==> src/rtl/adc_cap_pkg.sv <==
// adc_cap_pkg: shared constants and FSM state type for adc_capture_ctrl.
// Word layout: channel tag in the top CH_TAG_W bits, sample in the LSBs.
package adc_cap_pkg;

    typedef enum logic [1:0] {
        ST_IDLE    = 2'd0,
        ST_CAPTURE = 2'd1,
        ST_FLUSH   = 2'd2,
        ST_DONE    = 2'd3
    } cap_state_t;

    localparam int CH_TAG_W   = 3;
    localparam int SAMPLE_LSB = 0;

    localparam int TP_OFFSET  = 16;
    localparam int TP_STEP    = 1;

endpackage

==> src/rtl/adc_capture_ctrl_sample_tick_gen.sv <==
// sample_tick_gen: programmable divider producing a one-cycle sample tick.
// load forces the next enabled cycle to tick; then one tick every div+1 cycles.
module sample_tick_gen #(
    parameter int CNT_W = 32
) (
    input  logic             clk,
    input  logic             rst_n,
    input  logic             load,
    input  logic             en,
    input  logic [CNT_W-1:0] div,
    output logic             tick
);

    logic [CNT_W-1:0] cnt;

    assign tick = en && (cnt == '0);

    // Down-counter reloaded with the period on every tick
    always_ff @(posedge clk or negedge rst_n) begin
        if (!rst_n) begin
            cnt <= '0;
        end else if (load) begin
            cnt <= '0;
        end else if (en) begin
            cnt <= tick ? div : cnt - CNT_W'(1);
        end
    end

endmodule

==> src/rtl/adc_capture_ctrl.sv <==
// adc_capture_ctrl: divider-timed multi-channel ADC capture and serialiser.
// Define ADC_TEST_PATTERN_EN to replace ad_in with internal per-channel ramps.
module adc_capture_ctrl
    import adc_cap_pkg::*;
#(
    parameter int CH_NUM = 2,
    parameter int ADC_W  = 8,
    parameter int OUT_W  = 16,
    parameter int CNT_W  = 32
) (
    input  logic                    Clk,
    input  logic                    reset_n,
    input  logic                    restart_req,
    input  logic [CNT_W-1:0]        div_set,
    input  logic [CNT_W-1:0]        number_data,
    input  logic [CH_NUM-1:0]       ch_mask,
    input  logic [CH_NUM*ADC_W-1:0] ad_in,
    input  logic                    fifo_full,
    output logic [OUT_W-1:0]        ad_out,
    output logic                    ad_out_valid,
    output logic                    busy,
    output logic                    done,
    output logic                    overflow
);

    localparam int TAG_MSB = OUT_W - 1;

    cap_state_t              state;
    logic [CNT_W-1:0]        div_sh;
    logic [CNT_W-1:0]        num_sh;
    logic [CNT_W-1:0]        smp_cnt;
    logic [CH_NUM-1:0]       mask_sh;
    logic [CH_NUM-1:0]       pend;
    logic [CH_NUM-1:0]       pend_rest;
    logic [CH_NUM*ADC_W-1:0] cap_reg;
    logic [CH_NUM*ADC_W-1:0] sample_src;
    logic [CH_TAG_W-1:0]     cur_ch;
    logic [ADC_W-1:0]        cur_smp;
    logic                    tick;
    logic                    tick_ok;
    logic                    emit;

    sample_tick_gen #(
        .CNT_W (CNT_W)
    ) u_tick (
        .clk   (Clk),
        .rst_n (reset_n),
        .load  (restart_req),
        .en    (state == ST_CAPTURE),
        .div   (div_sh),
        .tick  (tick)
    );

    // Channels still to emit after the current word
    assign pend_rest = pend & (pend - CH_NUM'(1));
    // A tick is usable only if no pass will still be running next cycle
    assign tick_ok   = tick && (pend_rest == '0);
    assign emit      = (|pend) && !restart_req;

    assign ad_out_valid = emit && !fifo_full;
    assign busy         = (state == ST_CAPTURE) || (state == ST_FLUSH);
    assign done         = (state == ST_DONE);

`ifdef ADC_TEST_PATTERN_EN
    logic [CH_NUM*ADC_W-1:0] ramp;
    logic [CH_NUM*ADC_W-1:0] ramp_base;

    // Start value of each channel's ramp
    always_comb begin
        ramp_base = '0;
        for (int i = 0; i < CH_NUM; i++)
            ramp_base[i*ADC_W +: ADC_W] = ADC_W'(i * TP_OFFSET);
    end

    // Ramps restart with each capture and advance once per tick
    always_ff @(posedge Clk or negedge reset_n) begin
        if (!reset_n) begin
            ramp <= '0;
        end else if (restart_req) begin
            ramp <= ramp_base;
        end else if (tick) begin
            for (int i = 0; i < CH_NUM; i++)
                ramp[i*ADC_W +: ADC_W] <=
                    ramp[i*ADC_W +: ADC_W] + ADC_W'(TP_STEP);
        end
    end

    assign sample_src = ramp;
`else
    assign sample_src = ad_in;
`endif

    // Lowest pending channel is the one emitted this cycle
    always_comb begin
        cur_ch  = '0;
        cur_smp = '0;
        for (int i = CH_NUM - 1; i >= 0; i--) begin
            if (pend[i]) begin
                cur_ch  = CH_TAG_W'(i);
                cur_smp = cap_reg[i*ADC_W +: ADC_W];
            end
        end
    end

    // Tagged output word, zero when nothing is emitted
    always_comb begin
        ad_out = '0;
        if (emit) begin
            ad_out[TAG_MSB -: CH_TAG_W]    = cur_ch;
            ad_out[SAMPLE_LSB +: ADC_W]    = cur_smp;
        end
    end

    // Capture FSM, sample counter, serialiser and overflow flag
    always_ff @(posedge Clk or negedge reset_n) begin
        if (!reset_n) begin
            state    <= ST_IDLE;
            div_sh   <= '0;
            num_sh   <= '0;
            mask_sh  <= '0;
            smp_cnt  <= '0;
            pend     <= '0;
            cap_reg  <= '0;
            overflow <= 1'b0;
        end else if (restart_req) begin
            div_sh   <= div_set;
            num_sh   <= number_data;
            mask_sh  <= ch_mask;
            smp_cnt  <= '0;
            pend     <= '0;
            overflow <= 1'b0;
            if (number_data == '0 || ch_mask == '0)
                state <= ST_DONE;
            else
                state <= ST_CAPTURE;
        end else begin
            if (emit && fifo_full)
                overflow <= 1'b1;
            if (tick && !tick_ok)
                overflow <= 1'b1;
            if (tick_ok) begin
                cap_reg <= sample_src;
                pend    <= mask_sh;
            end else begin
                pend    <= pend_rest;
            end
            unique case (state)
                ST_CAPTURE: begin
                    if (tick) begin
                        smp_cnt <= smp_cnt + CNT_W'(1);
                        if (smp_cnt == num_sh - CNT_W'(1))
                            state <= ST_FLUSH;
                    end
                end
                ST_FLUSH: begin
                    if (pend_rest == '0)
                        state <= ST_DONE;
                end
                ST_DONE: state <= ST_IDLE;
                default: state <= ST_IDLE;
            endcase
        end
    end

endmodule
==> config.mk <==
export PLATFORM = sky130hd
export DESIGN_NAME = adc_capture_ctrl
export DESIGN_NICKNAME = d
export VERILOG_FILES = /design/src/rtl/adc_cap_pkg.sv /design/src/rtl/adc_capture_ctrl_sample_tick_gen.sv /design/src/rtl/adc_capture_ctrl.sv
export SDC_FILE = /design/constraint.sdc
export NUM_CORES = 1
export LEC_CHECK = 0
export CELL_PAD_IN_SITES_DETAIL_PLACEMENT = 1
export CELL_PAD_IN_SITES_GLOBAL_PLACEMENT = 1
export CORE_MARGIN = 2
export CORE_UTILIZATION = 40
export DETAILED_ROUTE_END_ITERATION = 8
export PLACE_DENSITY_LB_ADDON = 0.1
export SLEW_MARGIN = 20
export SYNTH_ARGS = -nofsm -noshare
export SYNTH_HDL_FRONTEND = slang
export SYNTH_SLANG_ARGS = --single-unit
==> constraint.sdc <==
create_clock -name Clk -period 4.2 [get_ports Clk]
set_input_delay 1.26 -clock Clk [delete_from_list [all_inputs] [get_ports Clk]]
set_output_delay 1.26 -clock Clk [all_outputs]
set_load 0.1 [all_outputs]
==> summary.json, run 1 <==
{
  "run_status": {
    "outcome": "completed"
  },
  "finish": {
    "num_antenna_cells": 0,
    "post_route_cells_drive_above_1_share_pct": 17.40,
    "final_nets": 1050,
    "layout.cell_area.non_filler_um2": 10390,
    "finish.utilization_pct": 49.76,
    "fillCellCount": 2285,
    "final_cell_count_no_fill": 1246,
    "syn2layout_area_growth_pct": 22.87
  },
  "logic_synthesis": {
    "synth.yosys.seq_area_share_pct": 44.67,
    "ys_async_sr_fraction_pct": 100.0,
    "syn-cell-area_um2": 8459,
    "syn_inst": 870,
    "yosysTopAreaCell": "sky130_fd_sc_hd__dfrtp_1",
    "cell_types_with_the_largest_area_share_after_synthesis": "sky130_fd_sc_hd__dfrtp_1 45%, sky130_fd_sc_hd__mux2_2 11%, sky130_fd_sc_hd__nor2_1 4.5%, sky130_fd_sc_hd__xnor2_1 3.5%, sky130_fd_sc_hd__nand2_1 3.3%",
    "netlist.area_leader.share_pct": 44.67,
    "synth-edff-count": 0,
    "yosys_warnings": 0,
    "yosysUniqueCellTypes": 69,
    "synth_flop_cell": "sky130_fd_sc_hd__dfrtp_1",
    "ys_seq_elements": 151,
    "post_synth.cell_area_avg_um2": 9.723
  },
  "grt": {
    "grt_start_max_net_pins": 86,
    "busiest_layer": "met2",
    "gr-usage-met2_pct": 40.46,
    "grt_pass1_vias": 7678,
    "grt_util_all_layers_pct": 22.50,
    "grt_pass1_wl_um": 39660,
    "grtUsageMet1_pct": 27.83,
    "gr-usage-met3_pct": 3.659,
    "globalRoute.totalOverflow": 0,
    "grt_antenna_before_repair": 0
  },
  "clock_network": {
    "clk_path_buf_depth": 2,
    "ctsResizeCount": 0,
    "path_clk_slew_ns": 0.06,
    "postCtsSetupRepairBufs": 0,
    "insertion_delay_ns": 0.44,
    "cts.sinks": 151,
    "cts-hold-fix-buffers": 0,
    "clk_root_buffer_cell": "sky130_fd_sc_hd__clkbuf_16",
    "number_of_cts_inserted_buffers": 17,
    "cts_htree_levels": 4,
    "cts_tree": "done"
  },
  "route": {
    "first_iter_violations": 279,
    "vias": 6992,
    "post_drt_wl_per_cell_um": 19.39,
    "post_drt_via_cell_ratio": 5.612,
    "drt_first_pass_iters": 4,
    "drt.antenna.violating_nets": 0,
    "drc": 0,
    "wire_length_after_detailed_routing_um": 24150
  },
  "sta": {
    "timing.clock.skew_ns": 0.01298,
    "final-setup-viol-count": 0,
    "slew_headroom_pct": 35.87,
    "timing_hold_violations_final": 0,
    "grt_setup_unrepaired": "false",
    "slew_violations": 0,
    "tns_ns": 0,
    "worst-slew-pin-transition_ns": 0.9589,
    "setup_slack_ns": 0.7413,
    "final_min_period_over_clock_period_pct": 82.35,
    "min_period_ns": 3.459,
    "hold_ws_ns": 0.5085,
    "maxClockFrequency_mhz": 289.1
  },
  "worst_setup_path": {
    "worstPathCellList": "clkdlybuf4s50_1, nor3_2, buf_12",
    "arr_time_crit_path_ns": 2.20,
    "critPathMaxStageDelay_ns": 0.46,
    "crit_fanout": 3,
    "rrSetupSlack_ns": 0.80,
    "cpMaxStageDelayCell": "sky130_fd_sc_hd__clkdlybuf4s50_1",
    "crit-reg2reg-launch": "num_sh[0]$_DFFE_PN0P_",
    "required_ns": 2.94,
    "cp-start-kind": "input port",
    "setup.worst_path.end_class": "output pin",
    "r2r-end": "state[1]$_DFFE_PN0P_",
    "ff2ff_path_depth": 10,
    "setup_cp_type": "in -> out"
  },
  "die": {
    "starting_density_of_the_core_pct": 40.50,
    "fp-row-count": 53,
    "coreArea_um2": 20890,
    "chipWidth_um": 149.4,
    "die-area_um2": 22330,
    "top_level_ports": 106,
    "dieHeight_um": 149.4
  },
  "min_path": {
    "hp-class": "reg -> reg",
    "min_delay_worst_endpoint": "cap_reg[6]$_DFFE_PN0P_",
    "hold_depth": 1,
    "hold_start": "cap_reg[6]$_DFFE_PN0P_"
  },
  "power": {
    "worst_ir_drop_vdd_mv": 0.2605,
    "pwr_density_cell_nw_per_um2": 564.8,
    "design_power_total_mw": 5.870,
    "power_leakage_nw": 4.132
  },
  "flow_run": {
    "max_cap_violations": 0
  },
  "placed_design": {
    "globalplace.congestion": 0.8407,
    "dpl.hpwl_um": 17330,
    "portBuffers": 98,
    "placed_cell_area_um2": 9766,
    "placed_cells": 1214,
    "preCtsSetupSlack_ns": 0.6982
  }
}
==> metal layers <==
layer | routed length [µm] | vias up
met2 | 12540 | 105
met3 | 714 | 28
met1 | 10510 | 3546
li1 | - | 3313
met4 | 392 | 0
met5 | 0 | -
==> layout make-up <==
class | instances | area (µm²) | area share (%)
Multi-Input combinational cell | 653 | 4410 | 42.43
Inverter | 22 | 82.58 | 0.7945
Tap cell | 275 | 344.1 | 3.310
Sequential cell | 151 | 3779 | 36.35
Clock buffer | 18 | 439.2 | 4.225
Timing Repair Buffer | 113 | 1150 | 11.06
Clock inverter | 14 | 188.9 | 1.818
==> worst max-delay path by stage <==
| stage | to | slack, ns | cells past startpoint | startpoint |
|---|---|---|---|---|
| final | ad_out_valid | 0.74 | 3 | fifo_full |
| after global routing | state[1]$_DFFE_PN0P_ | 0.56 | 10 | num_sh[0]$_DFFE_PN0P_ |
| after CTS | ad_out_valid | 0.73 | 3 | fifo_full |
| after detailed placement | num_sh[28]$_DFFE_PN0P_ | 0.70 | 4 | restart_req |
| after global placement | num_sh[28]$_DFFE_PN0P_ | 0.77 | 4 | restart_req |
| after floorplan | ad_out[0] | -0.19 | 4 | restart_req |
==> synth_stat cells, drive strengths merged, types with 6 or more instances <==
library cell  number
dfrtp            151
nor2             102
mux2              79
nand2             75
o21ai             50
a21oi             38
nor3              37
clkbuf            35
xnor2             34
xor2              30
nor4              28
inv               22
or3               20
nand3             16
nand4             16
buf               15
or4               11
a211oi            10
a22oi             10
and3               7
a221oi             6
and2               6
ha                 6
==> power by group <==
group | total, mW | internal [mW] | leakage, nW | switching, mW
logic | 2.22 | 0.846 | 1.91 | 1.37
registers | 2.02 | 1.72 | 1.92 | 0.300
clock network | 1.64 | 0.969 | 0.302 | 0.670
total | 5.87 | 3.53 | 4.13 | 2.34
==> cells by family (layout without fill, tap and decap cells) <==
kind of cell               count (synthesis)  in the layout  synth area share [%]
and+or+nand+nor                          342            342                 21.86
AOI/OAI and AO/OA                        152            152                 11.30
DFF                                      151            151                 44.67
muxes                                     82             82                 10.87
buffers and inverters                     72            167                 3.742
xor gates and xnor gates                  64             64                 6.626
adders and majority gates                  6              6                0.8874
other                                      1              7               0.04433
==> worst max-delay path: cells and delay by family <==
family,cells,cell delay [ns]
buffers and inverters,2,0.67
and+or+nand+nor,1,0.26
==> layout by cell type (no fill, tap or decap), types with 19 or more instances in the layout <==
cell type	n
sky130_fd_sc_hd__dfrtp_1	151
sky130_fd_sc_hd__nor2_1	102
sky130_fd_sc_hd__clkdlybuf4s50_1	84
sky130_fd_sc_hd__mux2_2	79
sky130_fd_sc_hd__nand2_1	74
sky130_fd_sc_hd__o21ai_0	49
sky130_fd_sc_hd__a21oi_1	38
sky130_fd_sc_hd__xnor2_1	34
sky130_fd_sc_hd__nor3_1	33
sky130_fd_sc_hd__xor2_1	30
sky130_fd_sc_hd__inv_1	22
sky130_fd_sc_hd__buf_4	21
sky130_fd_sc_hd__or3_1	19
No activity file was read; power rests on OpenSTA's default activity.
==> inputs of run 2 (changes only) <==
- CORE_UTILIZATION: 40 -> 39
- clock period: 4.2 -> 2.8 ns (I/O delays scaled with it)
==> run 2 against run 1 <==
The run now ends with negative setup slack left. Sequential power increased by 46%. Count of clock-buffer cells in the layout increased by 1. Worst hold slack got worse by 0.13 ns. Worst setup slack got worse by 0.94 ns. Sequential cell count unchanged. First-iteration DRC count decreased by 11%. Utilization increased by 3.8 points. Wire length increased by 10%. Largest cell class unchanged.
==> summary.json, run 2 (synthesis results as in run 1) <==
{
  "run_status": {
    "outcome": {"value": "finished, violations left", "change": "was completed"},
    "failing_checks": "negative setup slack"
  },
  "clock_network": {
    "clk_path_buf_depth": {"value": 2, "change": "unchanged"},
    "number_of_cts_inserted_buffers": {"value": 17, "change": "unchanged"},
    "cts.sinks": {"value": 151, "change": "unchanged"},
    "cts_tree": {"value": "done", "change": "unchanged"},
    "insertion_delay": {"value": 0.44, "unit": "ns", "change": "about the same"},
    "path_clk_slew": {"value": 0.07, "unit": "ns", "change": "was 0.06 ns"},
    "cts_htree_levels": {"value": 4, "change": "unchanged"},
    "cts-hold-fix-buffers": {"value": 0, "change": "unchanged"},
    "clk_root_buffer_cell": {"value": "sky130_fd_sc_hd__clkbuf_16", "change": "unchanged"}
  },
  "die": {
    "fp-row-count": {"value": 53, "change": "unchanged"},
    "chipWidth": {"value": 151.3, "unit": "µm", "change": "was 149.4 µm"},
    "die-area": {"value": 22880, "unit": "µm²", "change": "was 22330 µm²"},
    "dieHeight": {"value": 151.3, "unit": "µm", "change": "was 149.4 µm"},
    "coreArea": {"value": 21150, "unit": "µm²", "change": "was 20890 µm²"},
    "starting_density_of_the_core": {"value": 39.99, "unit": "%", "change": "was 40.50%"},
    "top_level_ports": {"value": 106, "change": "unchanged"}
  },
  "sta": {
    "maxClockFrequency_mhz": 333.6,
    "timing.clock.skew": {"value": 0.01148, "unit": "ns", "change": "was 0.01298 ns"},
    "timing_hold_violations_final": {"value": 0, "change": "unchanged"},
    "final_min_period_over_clock_period_pct": 107.1,
    "final-setup-viol-count": {"value": 2, "change": "was 0"},
    "setup_slack": {"value": -0.1978, "unit": "ns", "change": "was 0.7413 ns"},
    "slew_violations": {"value": 0, "change": "unchanged"},
    "min_period_ns": 2.998,
    "slew_headroom": {"value": 65.48, "unit": "%", "change": "was 35.87%"},
    "grt_setup_unrepaired": {"value": "true", "change": "was false"},
    "worst-slew-pin-transition": {"value": 0.5178, "unit": "ns", "change": "was 0.9589 ns"}
  },
  "placed_design": {
    "portBuffers": {"value": 98, "change": "unchanged"},
    "placed_cells": {"value": 1296, "change": "was 1214"},
    "dpl.hpwl": {"value": 19010, "unit": "µm", "change": "was 17330 µm"},
    "globalplace.congestion": {"value": 0.8563, "change": "was 0.8407"}
  },
  "min_path": {
    "hp-class": {"value": "in -> async", "change": "was reg -> reg"}
  },
  "worst_setup_path": {
    "setup.worst_path.end_class": {"value": "flop", "change": "was output pin"},
    "worst_path_dominant_cell_family": {"value": "simple AND/OR/NAND/NOR gates", "change": "was buffers and inverters"},
    "critPathMaxStageDelay": {"value": 0.58, "unit": "ns", "change": "was 0.46 ns"},
    "critPathBufInv": {"value": 1, "change": "was 2"},
    "crit_fanout": {"value": 4, "change": "was 3"},
    "arr_time_crit_path": {"value": 3.35, "unit": "ns", "change": "was 2.20 ns"},
    "worstPathCellList": {"value": "inv_2, ha_4, or3b_4, nor3_1, xnor2_1, nor4_2, nand4_1, or4_4, a221o_1, o21ai_1", "change": "was clkdlybuf4s50_1, nor3_2, buf_12"},
    "cp-start-kind": {"value": "flop", "change": "was input port"},
    "setup_cp_type": {"value": "reg -> reg", "change": "was in -> out"},
    "cpMaxStageDelayCell": {"value": "sky130_fd_sc_hd__or4_4", "change": "was sky130_fd_sc_hd__clkdlybuf4s50_1"},
    "required": {"value": 3.16, "unit": "ns", "change": "was 2.94 ns"}
  },
  "grt": {
    "grt_util_all_layers": {"value": 24.24, "unit": "%", "change": "was 22.50%"},
    "grt_pass1_wl": {"value": 43000, "unit": "µm", "change": "was 39660 µm"},
    "grt_start_max_net_pins": {"value": 105, "change": "was 86"},
    "grt_antenna_before_repair": {"value": 0, "change": "unchanged"},
    "globalRoute.totalOverflow": {"value": 0, "change": "unchanged"},
    "grt_pass1_vias": {"value": 8240, "change": "was 7678"}
  },
  "route": {
    "post_drt_wl_per_cell": {"value": 19.95, "unit": "µm", "change": "was 19.39 µm"},
    "drt.antenna.violating_nets": {"value": 0, "change": "unchanged"},
    "wire_length_after_detailed_routing": {"value": 26610, "unit": "µm", "change": "was 24150 µm"},
    "drc": {"value": 0, "change": "unchanged"},
    "drt_first_pass_iters": {"value": 4, "change": "unchanged"},
    "post_drt_via_cell_ratio": {"value": 5.555, "change": "was 5.612"},
    "first_iter_violations": {"value": 248, "change": "was 279"},
    "vias": {"value": 7410, "change": "was 6992"}
  },
  "finish": {
    "final_nets": {"value": 1138, "change": "was 1050"},
    "final_cell_count_no_fill": {"value": 1334, "change": "was 1246"},
    "num_antenna_cells": {"value": 0, "change": "unchanged"},
    "post_route_cells_drive_above_1_share": {"value": 26.82, "unit": "%", "change": "was 17.40%"},
    "final_common_cell": {"value": "sky130_fd_sc_hd__dfrtp_1", "change": "unchanged"},
    "finish.utilization": {"value": 53.55, "unit": "%", "change": "was 49.76%"},
    "syn2layout_area_growth": {"value": 33.90, "unit": "%", "change": "was 22.87%"},
    "layout.cells.most_common_list": {"value": "147 x sky130_fd_sc_hd__dfrtp_1, 97 x sky130_fd_sc_hd__buf_4, 94 x sky130_fd_sc_hd__nor2_1", "change": "was 151 x sky130_fd_sc_hd__dfrtp_1, 102 x sky130_fd_sc_hd__nor2_1, 84 x sky130_fd_sc_hd__clkdlybuf4s50_1"}
  },
  "power": {
    "pwr_density_cell": {"value": 843.7, "unit": "nW/µm²", "change": "was 564.8 nW/µm²"},
    "worst_ir_drop_vdd": {"value": 0.3895, "unit": "mV", "change": "was 0.2605 mV"},
    "design_power_total": {"value": 9.557, "unit": "mW", "change": "was 5.870 mW"},
    "power_leakage": {"value": 4.620, "unit": "nW", "change": "was 4.132 nW"}
  },
  "flow_run": {
    "max_cap_violations": {"value": 0, "change": "unchanged"}
  }
}
## run 2: worst paths after layout
path,from,end,slack (ns),cells after the start
worst max-delay path,num_sh[0]$_DFFE_PN0P_,state[0]$_DFFE_PN0P_,-0.20,10
worst min-delay path,reset_n,num_sh[31]$_DFFE_PN0P_,0.37,2
worst max register to register,num_sh[0]$_DFFE_PN0P_,state[0]$_DFFE_PN0P_,-0.20,10
worst min register to register,div_sh[19]$_DFFE_PN0P_,div_sh[19]$_DFFE_PN0P_,0.50,1
max in group asynchronous,reset_n,num_sh[9]$_DFFE_PN0P_,1.93,2
min in group Clk,div_sh[19]$_DFFE_PN0P_,div_sh[19]$_DFFE_PN0P_,0.50,1
## run 2: cell type report
| class | instances | area [µm²] |
|---|---|---|
| clock buffers | 19 | 442.9 |
| well taps | 275 | 344.1 |
| clock inverters | 13 | 157.7 |
| multi-input cells | 653 | 4581 |
| repair buffers | 201 | 1936 |
| inverters | 22 | 82.58 |
| fillers | 2346 | 9827 |
| flip-flops and latches | 151 | 3784 |
## run 2: power breakdown
part | internal, mW | switching [mW]
Clock | 1.37 | 1.05
Sequential | 2.58 | 0.372
Combinational | 1.79 | 2.40
## run 2: stage by stage
stage	hold WS, ns	setup TNS (ns)	instance area, µm²	setup slack, ns
3_3_place_gp	0.4884	-0.2174	10600	-0.1267
3_5_place_dp	0.4925	-0.3381	10600	-0.1661
6_report	0.3740	-0.3303	11330	-0.1978
4_1_cts	0.4003	-0.3100	11260	-0.1611
2_1_floorplan	0.4724	-0.01468	8608	-0.01468
5_1_grt	0.3999	-0.5810	11330	-0.3082
## run 2: worst reg2reg max path: cells and delay by family (launching register included)
kind,cells,cell delay (ns)
compound gates,2,0.46
xor+xnor,1,0.14
fa+ha+maj,1,0.14
buf+inv,1,0.08
flops,1,0.41
simple gates,5,1.70
## run 2: metal layers
metal	vias to the layer above	routed length, µm	global-route usage, %
met2	132	13720	43.33
met3	45	924	3.614
met4	0	620	8.224
met5	-	0	0
met1	3771	11350	29.81
li1	3462	-	-
## run 2: timing repair
action,4_1_cts,5_1_grt
pin swaps,10,10
endpoints found under the setup margin,5,21
resized for setup,9,11
buffers inserted,3,3
